`config.mk`:
```
export PLATFORM = sky130hd
export DESIGN_NAME = ex_div
export DESIGN_NICKNAME = d
export VERILOG_FILES = /design/src/rtl/ex_div_pkg.sv /design/src/rtl/ex_div.sv
export SDC_FILE = /design/constraint.sdc
export NUM_CORES = 1
export LEC_CHECK = 0
export ABC_AREA = 1
export BUFFER_PORTS_ARGS = -buffer_cell sky130_fd_sc_hd__buf_2
export CAP_MARGIN = 10
export CORE_MARGIN = 3
export CORE_UTILIZATION = 40
export CTS_BUF_LIST = sky130_fd_sc_hd__clkbuf_8
export DETAILED_ROUTE_END_ITERATION = 8
export HOLD_SLACK_MARGIN = 0.06
export PLACE_DENSITY_LB_ADDON = 0.12
export SLEW_MARGIN = 5
export SYNTH_ARGS = -nofsm -noshare
export SYNTH_HDL_FRONTEND = slang
export SYNTH_SLANG_ARGS = --single-unit
```
`constraint.sdc`:
```
create_clock -name clk -period 3.3 [get_ports clk]
set_input_delay 0.495 -clock clk [delete_from_list [all_inputs] [get_ports clk]]
set_output_delay 0.495 -clock clk [all_outputs]
set_load 0.01 [all_outputs]
```
`src/rtl/ex_div_pkg.sv`:
```
// Shared constants for the EX-stage iterative divider: funct3 codes and FSM state encoding.
package ex_div_pkg;

    localparam int XLEN = 32;

    localparam logic [2:0] OP_DIV  = 3'b100;
    localparam logic [2:0] OP_DIVU = 3'b101;
    localparam logic [2:0] OP_REM  = 3'b110;
    localparam logic [2:0] OP_REMU = 3'b111;

    localparam logic [1:0] S_IDLE = 2'd0;
    localparam logic [1:0] S_CALC = 2'd1;
    localparam logic [1:0] S_END  = 2'd2;

endpackage

```
`src/rtl/ex_div.sv`:
```
// Radix-2 restoring divider for RV32M DIV/DIVU/REM/REMU, one quotient bit per clock.
// Latency DATA_W+1 cycles (1 for divide-by-zero/overflow); holds the pipeline via busy, no queueing.
module ex_div
    import ex_div_pkg::*;
#(
    parameter int DATA_W = XLEN
) (
    input  logic              clk,
    input  logic              rstn,
    input  logic              start_i,
    input  logic [2:0]        op_i,
    input  logic [DATA_W-1:0] dividend_i,
    input  logic [DATA_W-1:0] divisor_i,
    input  logic [4:0]        reg_waddr_i,
    input  logic              flush_i,
    output logic              busy_o,
    output logic              ready_o,
    output logic [DATA_W-1:0] result_o,
    output logic [4:0]        reg_waddr_o
);

    localparam int CNT_W = $clog2(DATA_W);
    localparam logic [CNT_W-1:0] CNT_LAST = CNT_W'(DATA_W - 1);

    logic [1:0]        state, state_nxt;
    logic [CNT_W-1:0]  count;
    logic [DATA_W-1:0] dvd_q, dvs_q, quot_q, rem_q;
    logic              rem_sel_q, neg_q;

    // Operand decode in the request cycle
    logic              start_ok, is_signed, rem_sel, sign_a, sign_b, neg_res;
    logic              div_zero, overflow, special;
    logic [DATA_W-1:0] abs_a, abs_b, spec_res;

    assign start_ok  = start_i & ~flush_i;
    assign is_signed = (op_i == OP_DIV) | (op_i == OP_REM);
    assign rem_sel   = (op_i == OP_REM) | (op_i == OP_REMU);
    assign sign_a    = is_signed & dividend_i[DATA_W-1];
    assign sign_b    = is_signed & divisor_i[DATA_W-1];
    assign abs_a     = sign_a ? -dividend_i : dividend_i;
    assign abs_b     = sign_b ? -divisor_i  : divisor_i;
    assign neg_res   = rem_sel ? sign_a : (sign_a ^ sign_b);

    assign div_zero  = (divisor_i == '0);
    assign overflow  = is_signed & (dividend_i == {1'b1, {(DATA_W-1){1'b0}}})
                                 & (divisor_i == '1);
    assign special   = div_zero | overflow;
    // Both special cases leave the dividend as the quotient (overflow) or remainder (div-by-zero)
    assign spec_res  = div_zero ? (rem_sel ? dividend_i : '1)
                                : (rem_sel ? '0 : dividend_i);

    // One restoring step: trial subtract on DATA_W+1 bits
    logic [DATA_W:0]   shifted, diff;
    logic              take;
    logic [DATA_W-1:0] rem_nxt, quot_nxt, fin_res;

    assign shifted  = {rem_q, dvd_q[DATA_W-1]};
    assign diff     = shifted - {1'b0, dvs_q};
    assign take     = ~diff[DATA_W];
    assign rem_nxt  = take ? diff[DATA_W-1:0] : shifted[DATA_W-1:0];
    assign quot_nxt = {quot_q[DATA_W-2:0], take};
    assign fin_res  = rem_sel_q ? (neg_q ? -rem_nxt  : rem_nxt)
                                : (neg_q ? -quot_nxt : quot_nxt);

    always_ff @(posedge clk or negedge rstn) begin
        if (!rstn) state <= S_IDLE;
        else       state <= state_nxt;
    end

    always_comb begin
        state_nxt = state;
        if (flush_i) begin
            state_nxt = S_IDLE;
        end else begin
            case (state)
                S_IDLE:  if (start_i) state_nxt = special ? S_END : S_CALC;
                S_CALC:  if (count == CNT_LAST) state_nxt = S_END;
                default: state_nxt = S_IDLE;
            endcase
        end
    end

    always_comb begin
        busy_o  = ((state == S_CALC) & ~flush_i) | ((state == S_IDLE) & start_ok);
        ready_o = (state == S_END);
    end

    always_ff @(posedge clk or negedge rstn) begin
        if (!rstn) begin
            count       <= '0;
            dvd_q       <= '0;
            dvs_q       <= '0;
            quot_q      <= '0;
            rem_q       <= '0;
            rem_sel_q   <= 1'b0;
            neg_q       <= 1'b0;
            result_o    <= '0;
            reg_waddr_o <= '0;
        end else if (flush_i) begin
            count <= '0;
        end else if (state == S_IDLE && start_i) begin
            count       <= '0;
            dvd_q       <= abs_a;
            dvs_q       <= abs_b;
            quot_q      <= '0;
            rem_q       <= '0;
            rem_sel_q   <= rem_sel;
            neg_q       <= neg_res;
            reg_waddr_o <= reg_waddr_i;
            if (special) result_o <= spec_res;
        end else if (state == S_CALC) begin
            dvd_q  <= {dvd_q[DATA_W-2:0], 1'b0};
            rem_q  <= rem_nxt;
            quot_q <= quot_nxt;
            if (count == CNT_LAST) begin
                count    <= '0;
                result_o <= fin_res;
            end else begin
                count <= count + 1'b1;
            end
        end
    end

endmodule

```
## Word level (Yosys, flattened, before mapping)

Cells that the tools add are included.

| word-level totals | value |
|---|---|
| register bits | 173 |
| output and inout port bits | 39 |
| bits in latches | 0 |
| bits in read-only memories | 0 |
| bits in writable memories | 0 |
| memories kept | 0 |
| logic and storage cells | 80 |
| input bits | 76 |

| cells by class | value |
|---|---|
| multiplexer cells | 29 |
| reduce and logical (&&, ||, !) cells | 10 |
| shift-type cells | 0 |
| bitwise operators | 14 |
| $lt $le $gt $ge | 0 |
| add/subtract/negate cells | 6 |
| div/mod/pow operators | 0 |
| multiply operators | 0 |
| eq/ne operators | 11 |

Operators with widths:

| kind | count |
|---|---|
| $mux W32 | 17 |
| $neg A32 Y32 | 4 |
| $eq A32 B32 Y1 const B | 2 |
| $mux W31 | 2 |
| $sub A33 B32 Y33 | 1 |
| $logic_not A32 Y1 | 1 |
| $mux W5 | 4 |
| $eq A3 B3 Y1 const B | 3 |
| $mux W2 | 4 |
| $and A1 B1 Y1 | 7 |
| $ne A3 B3 Y1 const B | 2 |
| $reduce_and A2 Y1 | 3 |
| $add A5 B1 Y5 const B | 1 |
| $eq A5 B5 Y1 const B | 1 |
| $or A1 B1 Y1 | 4 |
| $pmux W2 S2 | 1 |
| $reduce_and A4 Y1 | 1 |
| $reduce_bool A2 Y1 | 2 |
| $reduce_bool A3 Y1 | 1 |
| $eq A2 B1 Y1 const B | 1 |
| $eq A2 B2 Y1 const B | 1 |
| $logic_not A2 Y1 | 1 |
| $ne A2 B2 Y1 const B | 1 |
| $not A1 Y1 | 2 |
| other kinds (3) | 3 |

## Longest topological paths before layout

Gate-level depths: netlist (run 1).

| logic depth | value |
|---|---|
| depth in word-level cells | 9 |
| depth in mapped cells | 32 |
| gate-level depth less buffers | 31 |

## Least setup slack after synthesis (run 1)

OpenSTA, ideal clock, no wires.

| timing | value |
|---|---|
| path type | reg-to-reg |
| start point | register dvd_q[31] |
| end point | register result_o[18] |
| required time | 3.223 ns |
| path slack | -0.353 ns |
| library setup time | 0.077 ns |
| clock period less this slack | 3.653 ns |
| stages on the path, launching flop included | 32 |
| path buffers | 1 |
| data arrival time | 3.575 ns |
| cell sequence | dfrtp_1 inv_1 ha_1 fa_1 inv_1 nand2_1 nand2_1 nand3_1 nand2_2 nand2_2 nand2_2 nand2_4 nand2_4 nand2_4 nand2_8 buf_2 ha_1 inv_1 nor3_1 inv_1 nor2_1 inv_1 nor2_1 nand3_1 nand2_1 nand2_1 o21ai_0 o21ai_0 a21o_1 nand2_1 nand2_1 a21oi_1 |

| on the way | value |
|---|---|
| word-level cells in the longest chain between the ends | 8 |
| elaborated cells on any way between the ends | 11 |
| classes of those cells | add/sub: 3; mux: 7; bitwise: 1 |

RTL lines:

| element | line | source |
|---|---|---|
| from (decl) | ex_div.sv:27 | `logic [DATA_W-1:0] dvd_q, dvs_q, quot_q, rem_q;` |
| from (signal assigned) | ex_div.sv:103 | `dvd_q <= abs_a;` |
| from (signal assigned) | ex_div.sv:112 | `dvd_q <= {dvd_q[DATA_W-2:0], 1'b0};` |
| $sub A33 B32 Y33 | ex_div.sv:58 | `assign diff = shifted - {1'b0, dvs_q};` |
| $mux W32 / $not A1 Y1 (equally long branches) | ex_div.sv:60, ex_div.sv:59 |  |
| $neg A32 Y32, on equally long branches | ex_div.sv:62, ex_div.sv:63 |  |
| $mux W32, on equally long branches | ex_div.sv:62, ex_div.sv:63 |  |
| $mux W32 (*) | ex_div.sv:62 | `assign fin_res = rem_sel_q ? (neg_q ? -rem_nxt : rem_nxt)` |
| $mux W32 (*) | ex_div.sv:115 | `if (count == CNT_LAST) begin` |
| $mux W32 (*) | ex_div.sv:111 | `end else if (state == S_CALC) begin` |
| $mux W32 (*) | ex_div.sv:101 | `end else if (state == S_IDLE && start_i) begin` |
| to (signal assigned) | ex_div.sv:110 | `if (special) result_o <= spec_res;` |
| to (signal assigned) | ex_div.sv:117 | `result_o <= fin_res;` |
| to (decl) | ex_div.sv:18 | `output logic [DATA_W-1:0] result_o,` |

Mark *: on every way between the ends. The rest lies on a longest branch, timed or not. The select of a mux whose other input is x is not followed.
A chain may end at the register's enable or synchronous reset.

## Worst setup path in the final report (run 1)

| timing | value |
|---|---|
| start point | register dvs_q[23] |
| end point | register result_o[12] |

| on the way | value |
|---|---|
| word-level cells in the longest chain between the ends | 8 |
| elaborated cells on any way between the ends | 11 |
| classes of those cells | add/sub: 3; mux: 7; bitwise: 1 |

RTL lines:

| element | line | source |
|---|---|---|
| from (decl) | ex_div.sv:27 |  |
| from (signal assigned) | ex_div.sv:104 | `dvs_q <= abs_b;` |
| $sub A33 B32 Y33 (*) | ex_div.sv:58 |  |
| $mux W32 / $not A1 Y1 (equally long branches) | ex_div.sv:60, ex_div.sv:59 |  |
| $neg A32 Y32, on equally long branches | ex_div.sv:62, ex_div.sv:63 |  |
| $mux W32, on equally long branches | ex_div.sv:62, ex_div.sv:63 |  |
| $mux W32 (*) | ex_div.sv:62 |  |
| $mux W32 (*) | ex_div.sv:115 |  |
| $mux W32 (*) | ex_div.sv:111 |  |
| $mux W32 (*) | ex_div.sv:101 |  |

Marks and branches as above.

==> results.toml, run 1 <==
[outcome]
outcome = "complete, but fails checks"
violations = "negative setup slack"

[sta]
worst_slew_pin_slew_ns = 0.806
slew_viol_final = 0
setup_viol = 24
slew_headroom_pct = 45.9
finalCritPeriodShare_pct = 106
fin_skew_ns = 0.0261
hold_violations = 0
max_freq_mhz = 286
finalWorstSetupSlack_ns = -0.195
grt_setup_unrepaired = "yes"
period_minus_slack_ns = 3.49

[pwr]
power.leakage_nw = 9.47
ir_drop_v = 0.000608
powerDensity_mw_per_mm2 = 1140

[floorplanning]
die-area_mm2 = 0.0378
die_w_um = 195
coreArea_mm2 = 0.0348
rows = 68
die_h_um = 195
pin_count = 115
start_util_pct = 40.9

[placed_design]
port_buffers = 114
placed_cell_area_mm2 = 0.0171
dp_slack_ns = -0.313
detailed_place_hpwl_mm = 40.9
gp_congestion = 1.00

[routing]
dr.pass1.iters = 5
viasPerCell = 5.24
drt_iter0_markers = 1282
num_vias = 15900
drc = 0
ant_nets = 0
wl_per_cell_um = 17.1
wl_mm = 51.9

[clock_network]
insertion_delay_ns = 0.52
clock_path_buffers = 2
cts_root_buf = "clkbuf_8"
cts_sinks = 173
cts_htree_levels = 4
cts.clk_slew.worst_paths_ns = 0.12
cts_made_buffers = 17
cts_tree = "built"

[setup_path]
crit_fanout = 7
cp.required_ns = 3.72
worst_setup_path_end_kind = "flop"
slowest_delay_ns = 0.36
reg2reg_from = "dvs_q[23]"
critPathLaunch = "dvs_q[23]"
crit_type = "flop to flop"
cpMostUsedCell = "nand2_1"
rrSetupSlack_ns = -0.19
cp.arrival_ns = 3.91
startpoint_type = "flop"
cpMaxStageDelayCell = "dfrtp_1"

[global_routing]
grt_first_pass_wirelength_mm = 81.4
grt-ovfl-total = 0
grt_pass1_vias = 15100
grt_max_degree = 64
antenna_found_initial = 1
grt_usage_pct = 27.0

[synthesis]
synth_top_area_share_pct = 30.4
synth_edf_count = 0
synth_area_leaders = "dfrtp_1 30%, nand2_1 16%, inv_1 7.4%"
synthFlopType = "dfrtp_1"
synthTopCellsByCount = "619 x nand2_1, 280 x inv_1, 203 x o21ai_0, 199 x nor2_1, 173 x dfrtp_1"
synth_seq_cells = 173
syn_area_mm2 = 0.0142
synth.most_common_cell = "nand2_1"
ys_warn_count = 0
netlist-cell-type-count = 55
synth_area_leader_cell = "dfrtp_1"
syn_nets = 2327
async_flop_share_pct = 100
synthCells = 2211
yosysSeqAreaShare_pct = 30.4
synth.avg_cell_area_um2 = 6.43

[cells_and_area]
area_growth_pct = 28.5
fin_nets = 2677
n_antenna_cell = 0
postLayoutCellArea_mm2 = 0.0183
fin_util_pct = 52.5
layout-drive-gt1-share_pct = 25.5

[worst_hold_path]
min_path_type = "input pin to flop"
min_from = "reg_waddr_i[4]"

[run]
cap_violations = 0
==> per-layer routing <==
metal / up-vias / global-route usage [%] / wire length (µm)
met1: 7405 / 38.4 / 24400
met4: 0 / 8.22 / 1370
li1: 7895 / - / -
met5: - / 0 / 0
met3: 78 / 4.68 / 3410
met2: 484 / 42.1 / 22800
==> sequential cells by signal, summed over array words and instances, names as in the netlist <==
signal and flops:
dvd_q 32, rem_sel_q 1, count 5, rem_q 32
reg_waddr_o 5, state 2, neg_q 1, dvs_q 32
result_o 32, quot_q 31
==> cell usage in the layout (no fill, tap or decap), drive strengths merged, types with 2 or more instances in the layout <==
cell type and instances:
o21ai 218, dfrtp 173, nand3b 9, nand3 136, a21o 4, inv 300
o221ai 3, nor2 214, o31ai 8, xnor2 17, o22ai 47, clkbuf 18
nand4 26, a22o 3, o211ai 22, and2 2, o21bai 4, clkinv 7
a31oi 10, a21oi 130, nor4 11, ha 39, nand2 660, buf 415
or2 4, xor2 42, nor3 42
==> critical path: cells and delay by family, from the launching register on <==
family / cells / cell delay, ns
buf+inv: 7 / 0.76
flops: 1 / 0.36
fa+ha+maj: 1 / 0.32
compound gates: 2 / 0.46
simple gates: 15 / 1.51
==> cells by family after synthesis <==
family | count (synthesis) | synth area share, %
AO/OA/AOI/OAI | 454 | 17.9
XOR/XNOR | 59 | 3.63
adder cells (fa/ha/maj) | 40 | 3.57
buffers and inverters | 380 | 10.5
flip-flops | 173 | 30.4
AND/OR/NAND/NOR | 1105 | 34.0
==> timing repair <==
action | CTS | global route
endpoints found under the setup margin | 29 | 31
hold buffers | 1 | 0
endpoints found under the hold margin | 56 | 0
cloned | 1 | 0
buffers inserted | 15 | 8
resized for setup | 97 | 73
pin swaps | 30 | 24
==> per-stage QoR <==
step                cells  power (mW)  setup TNS, ns  hold slack [ns]
floorplan            2211        11.3         -0.254            0.199
finish               3029        20.9          -2.63            0.198
global route         3029        22.7          -8.48            0.200
detailed placement   2974        17.4          -4.47            0.457
CTS                  3022        20.1          -1.65            0.163
global placement     2974        17.2          -3.05            0.451
==> final timing paths <==
path	to	cells after the start
worst min-delay path	reg_waddr_o[4]	3
worst max-delay path	result_o[12]	25
max in group asynchronous	dvd_q[2]	3
worst max register to register	result_o[12]	25
worst min register to register	reg_waddr_o[4]	2
min in group asynchronous	dvs_q[19]	2
==> cell type report <==
type,count,area [µm²]
multi-input combinational,1659,8960
clock inverter,14,124
timing repair buffer,416,2930
sequential,173,4330
fill,3552,16500
inverter,294,1110
tap,455,569
clock buffer,18,248
==> power breakdown <==
part	internal [mW]	leakage (nW)	switching, mW
logic	6.75	7.05	9.27
registers	2.82	2.22	0.508
clock network	0.571	0.193	0.953
total	10.1	9.47	10.7
Power figures use the tool's default switching activity.
==> run 2, diff against run 1 <==
ABC_AREA = default   (was 1)
==> run 2 against run 1 <==
  * The run still ends with negative setup slack left
  * Area after synthesis fell by 8.8%
  * Clock skew fell by 0.00056 ns
  * Critical path depth fell by 6
  * Via count fell by 11%
  * Critical endpoint is now result_o[30]
  * Largest power group unchanged
  * Highest routed layer unchanged
==> results.toml, run 2 <==
[floorplanning]
die-area_mm2 = 0.0346
die_w_um = 186
pin_count = 115
coreArea_mm2 = 0.0317
start_util_pct = 40.9
die_h_um = 186
rows = 65

[pwr]
p_comb_share_pct = 79.8
ir_drop_v = 0.000909
p_int_mw = 12.7
switching_share_pct = 46.0
power.leakage_nw = 8.23
p_total_mw = 23.6
seqPwrFrac_pct = 13.5
powerDensity_mw_per_mm2 = 1290
clockPowerShare_pct = 6.6
switchingPower_mw = 10.8

[sta]
hold_violations = 0
finalWorstSetupSlack_ns = -1.08
setup_viol = 33
fin_skew_ns = 0.0256
finalCritPeriodShare_pct = 133
whs_ns = 0.178
worst_slew_pin_slew_ns = 1.18
grt_setup_unrepaired = "yes"
slew_viol_final = 0
max_freq_mhz = 228
period_minus_slack_ns = 4.38
slew_headroom_pct = 21.1

[clock_network]
cts_htree_levels = 4
cts.clk_slew.worst_paths_ns = 0.11
cts_sinks = 173
cts_made_buffers = 17
cts_tree = "built"
cts_root_buf = "clkbuf_8"
clock_path_buffers = 2
insertion_delay_ns = 0.51

[global_routing]
grt_max_degree = 93
grt_first_pass_wirelength_mm = 75.7
grt_pass1_vias = 13700
antenna_found_initial = 2
grt-ovfl-total = 0
grt_usage_pct = 28.0

[synthesis]
synth_area_leaders = "dfrtp_1 33%, o21ai_0 7.9%, nand2_1 5.9%"
synth_compound_area_share_pct = 27.4
yosys.area_share.simple_pct = 20.7
synth.avg_cell_area_um2 = 7.88
synth.most_common_cell = "nand2_1"
synth_seq_cells = 173
netlist-cell-type-count = 78
synthMuxAreaShare_pct = 2.45
ys_warn_count = 0
synthFlopType = "dfrtp_1"
synth_top_family_by_area = "compound AO/OA/AOI/OAI gates"
synth_edf_count = 0
yosysSeqAreaShare_pct = 33.4
synth_area_leader_cell = "dfrtp_1"
synth_xor_area_share_pct = 7.30
syn_nets = 1761
yosys.area_share.adder_pct = 3.92
synthTopCellsByCount = "205 x nand2_1, 204 x o21ai_0, 173 x dfrtp_1, 147 x nor2_1, 116 x a21oi_1"
syn_area_mm2 = 0.0130
async_flop_share_pct = 100
synthCells = 1645
synth_top_area_share_pct = 33.4

[placed_design]
port_buffers = 114
placed_cells = 2393
detailed_place_hpwl_mm = 36.3
gp_congestion = 0.922
dp_slack_ns = -1.19

[setup_path]
cpMaxStageDelayCell = "or4b_4"
cp.arrival_ns = 4.76
crit_fanout = 3
crit_type = "flop to flop"
worst_setup_path_end_kind = "flop"
cpMostUsedCell = "ha_4"
rr_worst_depth = 19
cp.depth = 19
startpoint_type = "flop"
cp.required_ns = 3.69
cp_num_buf_inv = 1
crit_family = "simple AND/OR/NAND/NOR gates"
rrSetupSlack_ns = -1.08
slowest_delay_ns = 0.50
crit_path_cell_trace = "ha_4, fa_2, nor2b_2, o31a_1, o2111ai_4, a211o_1, o211a_4, inv_4, ha_4, nor2b_4, nand2_2, or4b_4, or4_4, nand2b_4, o21ai_2, xor2_1, nor2_1, o32ai_1, o211ai_1"

[cells_and_area]
fin_util_pct = 57.5
layout-drive-gt1-share_pct = 33.4
area_growth_pct = 40.6
final_common_cell = "buf_4"
fin_nets = 2187
layout_common_cells = "350 x buf_4, 198 x nand2_1, 177 x o21ai_0"
final_cells = 2487
fillers = 2954

[routing]
num_vias = 14200
met1Wirelength_mm = 22.6
drt_iter0_markers = 1133
wl_per_cell_um = 19.6
wl_met3_mm = 2.58
wl_mm = 48.7
dr_wl_met2_mm = 22.2
ant_nets = 0
viasPerCell = 5.69
dr.pass1.iters = 5
top_layer_used = "met4"
drc = 0

[outcome]
outcome = "complete, but fails checks"
violations = "negative setup slack"

[worst_hold_path]
min_path_type = "input pin to flop"
worst_hold_path.num_cells = 3

[run]
cap_violations = 0
-- run 2: cell count changes in the layout (fill, tap and decap cells not counted), moves of 38 or more --
cell / previous run / this run
o22ai_1: 46 / 7
buf_4: 286 / 350
nor2_1: 179 / 141
nand2_1: 578 / 198
inv_1: 271 / 53
nand2_2: 65 / 5
nand3_1: 123 / 29
-- run 2: metal layers --
metal,up-vias,track usage (%)
met5,-,0
li1,6855,-
met3,81,4.55
met2,402,43.7
met4,0,8.70
met1,6814,40.0
-- run 2: cell families after synthesis --
| group | Yosys count |
|---|---|
| compound gates | 566 |
| xor+xnor | 108 |
| fa+ha+maj | 40 |
| buf+inv | 153 |
| flops | 173 |
| mux | 30 |
| simple gates | 575 |
-- run 2: power groups by stage --
| stage | registers [mW] | logic (mW) | clock network [mW] |
|---|---|---|---|
| after floorplan | 3.16 | 7.57 | 0 |
| after global placement | 3.18 | 14.2 | 0 |
| after detailed placement | 3.20 | 14.3 | 0 |
| after CTS | 3.17 | 16.8 | 1.61 |
| after global routing | 3.25 | 20.2 | 1.69 |
| final | 3.19 | 18.8 | 1.57 |
-- run 2: final timing paths --
check,from,to
setup / recovery,dvs_q[0],result_o[30]
hold reg to reg,reg_waddr_o[3],reg_waddr_o[3]
hold / removal,reg_waddr_i[3],reg_waddr_o[3]
max in group asynchronous,rstn,rem_q[4]
setup reg to reg,dvs_q[0],result_o[30]
min in group asynchronous,rstn,quot_q[25]
-- run 2: stage by stage --
stage / area (µm²) / setup TNS (ns)
global placement: 16300 / -34.50
floorplan: 13200 / -11.98
finish: 18200 / -22.45
CTS: 17500 / -19.84
detailed placement: 16300 / -34.35
global route: 18200 / -29.31
-- run 2: worst min-delay path, cell delays in order --
cell,delay [ns]
buf_2,0.07
nand2_1,0.04
nand2_1,0.04
-- run 2: cell type report --
cell class / count / area (µm²) / share of cell area, %
Multi-Input combinational cell: 1319 / 9100 / 49.9
Clock inverter: 15 / 149 / 0.817
Inverter: 59 / 229 / 1.26
Sequential cell: 173 / 4330 / 23.8
Tap cell: 402 / 503 / 2.76
Timing Repair Buffer: 501 / 3680 / 20.2
Antenna cell: 1 / 2.50 / 0.0137
Clock buffer: 17 / 234 / 1.28
-- run 2: what timing repair did --
| action | 4_1_cts | 5_1_grt |
|---|---|---|
| gates cloned | 1 | 0 |
| hold buffers | 1 | 0 |
| endpoints found under the setup margin | 52 | 53 |
| hold endpoints to repair | 70 | 0 |
| gates resized for setup | 113 | 109 |
| pin swaps | 48 | 65 |
| buffers inserted | 39 | 24 |
==> run 3, diff against run 2 <==
CORE_MARGIN = 2   (was 3)
GPL_TIMING_DRIVEN = 0   (was default)
==> run 3 against run 2 <==
  * The flow still finishes with violations (negative setup slack)
  * Sequential share of layout area increased by 2.1 points
  * Clock skew fell by 0.0071 ns
  * Sequential power up 5%
  * Worst hold slack better by 0.0066 ns
  * Sequential cell count did not move
==> results.toml, run 3 (synthesis gave the netlist of run 2 again) <==
[pwr]
ir_drop_v = 0.000855
switchingPower_mw = 11.0
switching_share_pct = 48.9
seqPwrFrac_pct = 14.9
powerDensity_mw_per_mm2 = 1330
p_int_mw = 11.5
clockPowerShare_pct = 6.7
p_comb_share_pct = 78.3
power.leakage_nw = 6.98

[cells_and_area]
final_common_cell = "nand2_1"
fin_util_pct = 53.1
final_cells = 2275
area_growth_pct = 29.8
layout_common_cells = "198 x nand2_1, 161 x dfrtp_1, 151 x o21ai_0"
layout-drive-gt1-share_pct = 25.4
n_antenna_cell = 0
fin_nets = 1976

[worst_hold_path]
min_to = "reg_waddr_o[3]"
min_path_type = "input pin to flop"
min_from = "reg_waddr_i[3]"
worst_hold_path.num_cells = 3

[setup_path]
cp_num_buf_inv = 3
rrSetupSlack_ns = -1.44
cp.required_ns = 3.68
r2r-end = "result_o[30]"
crit_fanout = 5
cpMaxStageDelayCell = "or4b_4"
rr_worst_depth = 21
cp.arrival_ns = 5.11
crit_type = "flop to flop"
crit_family = "simple AND/OR/NAND/NOR gates"
reg2reg_from = "dvs_q[0]"
crit_path_cell_trace = "ha_4, fa_2, nor2b_4, o31a_1, o2111ai_4, a211o_1, o211a_4, inv_8, buf_8, clkbuf_16, ha_4, nor2b_4, nand2_2, or4b_4, or4_4, nand2b_4, o21ai_2, xor2_1, nor2_1, o32ai_1, o211ai_1"
slowest_delay_ns = 0.53
startpoint_type = "flop"
worst_setup_path_end_kind = "flop"

[placed_design]
port_buffers = 114
dp_slack_ns = -2.18
detailed_place_hpwl_mm = 36.9
gp_congestion = 0.908
placed_cells = 2162

[floorplanning]
die-area_mm2 = 0.0339
coreArea_mm2 = 0.0317
pin_count = 115
start_util_pct = 40.9
die_w_um = 184
die_h_um = 184
rows = 65

[sta]
setup_viol = 48
slew_headroom_pct = 48.5
hold_violations = 0
fin_skew_ns = 0.0185
grt_setup_unrepaired = "yes"
max_freq_mhz = 211
worst_slew_pin_slew_ns = 0.765
finalWorstSetupSlack_ns = -1.44
period_minus_slack_ns = 4.74
finalCritPeriodShare_pct = 143
slew_viol_final = 0

[clock_network]
cts_sinks = 173
cts_root_buf = "clkbuf_8"
insertion_delay_ns = 0.51
cts_htree_levels = 4
cts_tree = "built"
cts.clk_slew.worst_paths_ns = 0.10
cts_made_buffers = 17
clock_path_buffers = 2

[global_routing]
antenna_found_initial = 0
grt_max_degree = 89
grt_usage_pct = 28.8
grt-ovfl-total = 0
grt_pass1_vias = 12700
grt_first_pass_wirelength_mm = 74.7

[routing]
wl_mm = 49.9
ant_nets = 0
viasPerCell = 6.04
dr.pass1.iters = 5
wl_per_cell_um = 21.9
drc = 0
num_vias = 13800
drt_iter0_markers = 1246

[run]
cap_violations = 0

[outcome]
violations = "negative setup slack"
outcome = "complete, but fails checks"
## run 3: power by group through the flow
stage,logic (mW),registers (mW),clock network (mW)
finish,17.6,3.35,1.51
global route,18.6,3.42,1.61
CTS,13.0,3.27,1.53
detailed placement,10.6,3.29,0
global placement,10.5,3.28,0
floorplan,7.57,3.16,0
## run 3: final cells by class
| type | instances | area (µm²) |
|---|---|---|
| fillers | 3042 | 14900 |
| multi-input cells | 1319 | 9420 |
| flip-flops and latches | 173 | 4340 |
| repair buffers | 209 | 1470 |
| well taps | 402 | 503 |
| plain buffers | 81 | 487 |
| clock buffers | 19 | 262 |
| inverters | 59 | 234 |
| clock inverters | 13 | 118 |
## run 3: timing repair
item,4_1_cts,5_1_grt
cloned,0,3
setup buffers,27,64
gates resized for setup,123,223
hold buffers,1,0
setup endpoints to repair,63,60
endpoints found under the hold margin,79,0
pin swaps,29,104
## run 3: layer usage
metal  part of all wire, %  global-route usage, %
met4                   2.0                   6.66
met3                   6.6                   3.41
met1                    45                   41.9
met2                    46                   45.7
met5                     0                      0
## run 3: worst register-to-register path, cell delays in order, from the launching register on
cell       delay, ns
dfrtp_1         0.42
ha_4            0.18
fa_2            0.39
nor2b_4         0.13
o31a_1          0.24
o2111ai_4       0.20
a211o_1         0.36
o211a_4         0.17
inv_8           0.06
buf_8           0.09
clkbuf_16       0.14
ha_4            0.14
nor2b_4         0.16
nand2_2         0.06
or4b_4          0.53
or4_4           0.45
nand2b_4        0.17
o21ai_2         0.15
xor2_1          0.15
nor2_1          0.07
o32ai_1         0.24
o211ai_1        0.12
## run 3: how the worst max path moves through the flow
stage / from / endpoint / slack (ns) / cells after the start
5_1_grt: dvd_q[31] / result_o[30] / -1.60 / 22
3_3_place_gp: rem_q[16] / result_o[18] / -2.10 / 21
3_5_place_dp: rem_q[16] / result_o[18] / -2.18 / 21
2_1_floorplan: dvd_q[31] / result_o[30] / -1.26 / 23
6_report: dvs_q[0] / result_o[30] / -1.44 / 21
4_1_cts: dvs_q[0] / result_o[30] / -1.59 / 22
## run 3: stage by stage
step / hold slack [ns] / setup TNS, ns / cell area [µm²] / power [mW]
final: 0.185 / -28.59 / 16800 / 22.5
after global routing: 0.191 / -32.49 / 16800 / 23.6
after CTS: 0.166 / -26.19 / 15400 / 17.8
after detailed placement: 0.461 / -51.15 / 14300 / 13.9
after global placement: 0.458 / -263.80 / 14200 / 13.8
after floorplan: 0.199 / -11.98 / 13200 / 10.7
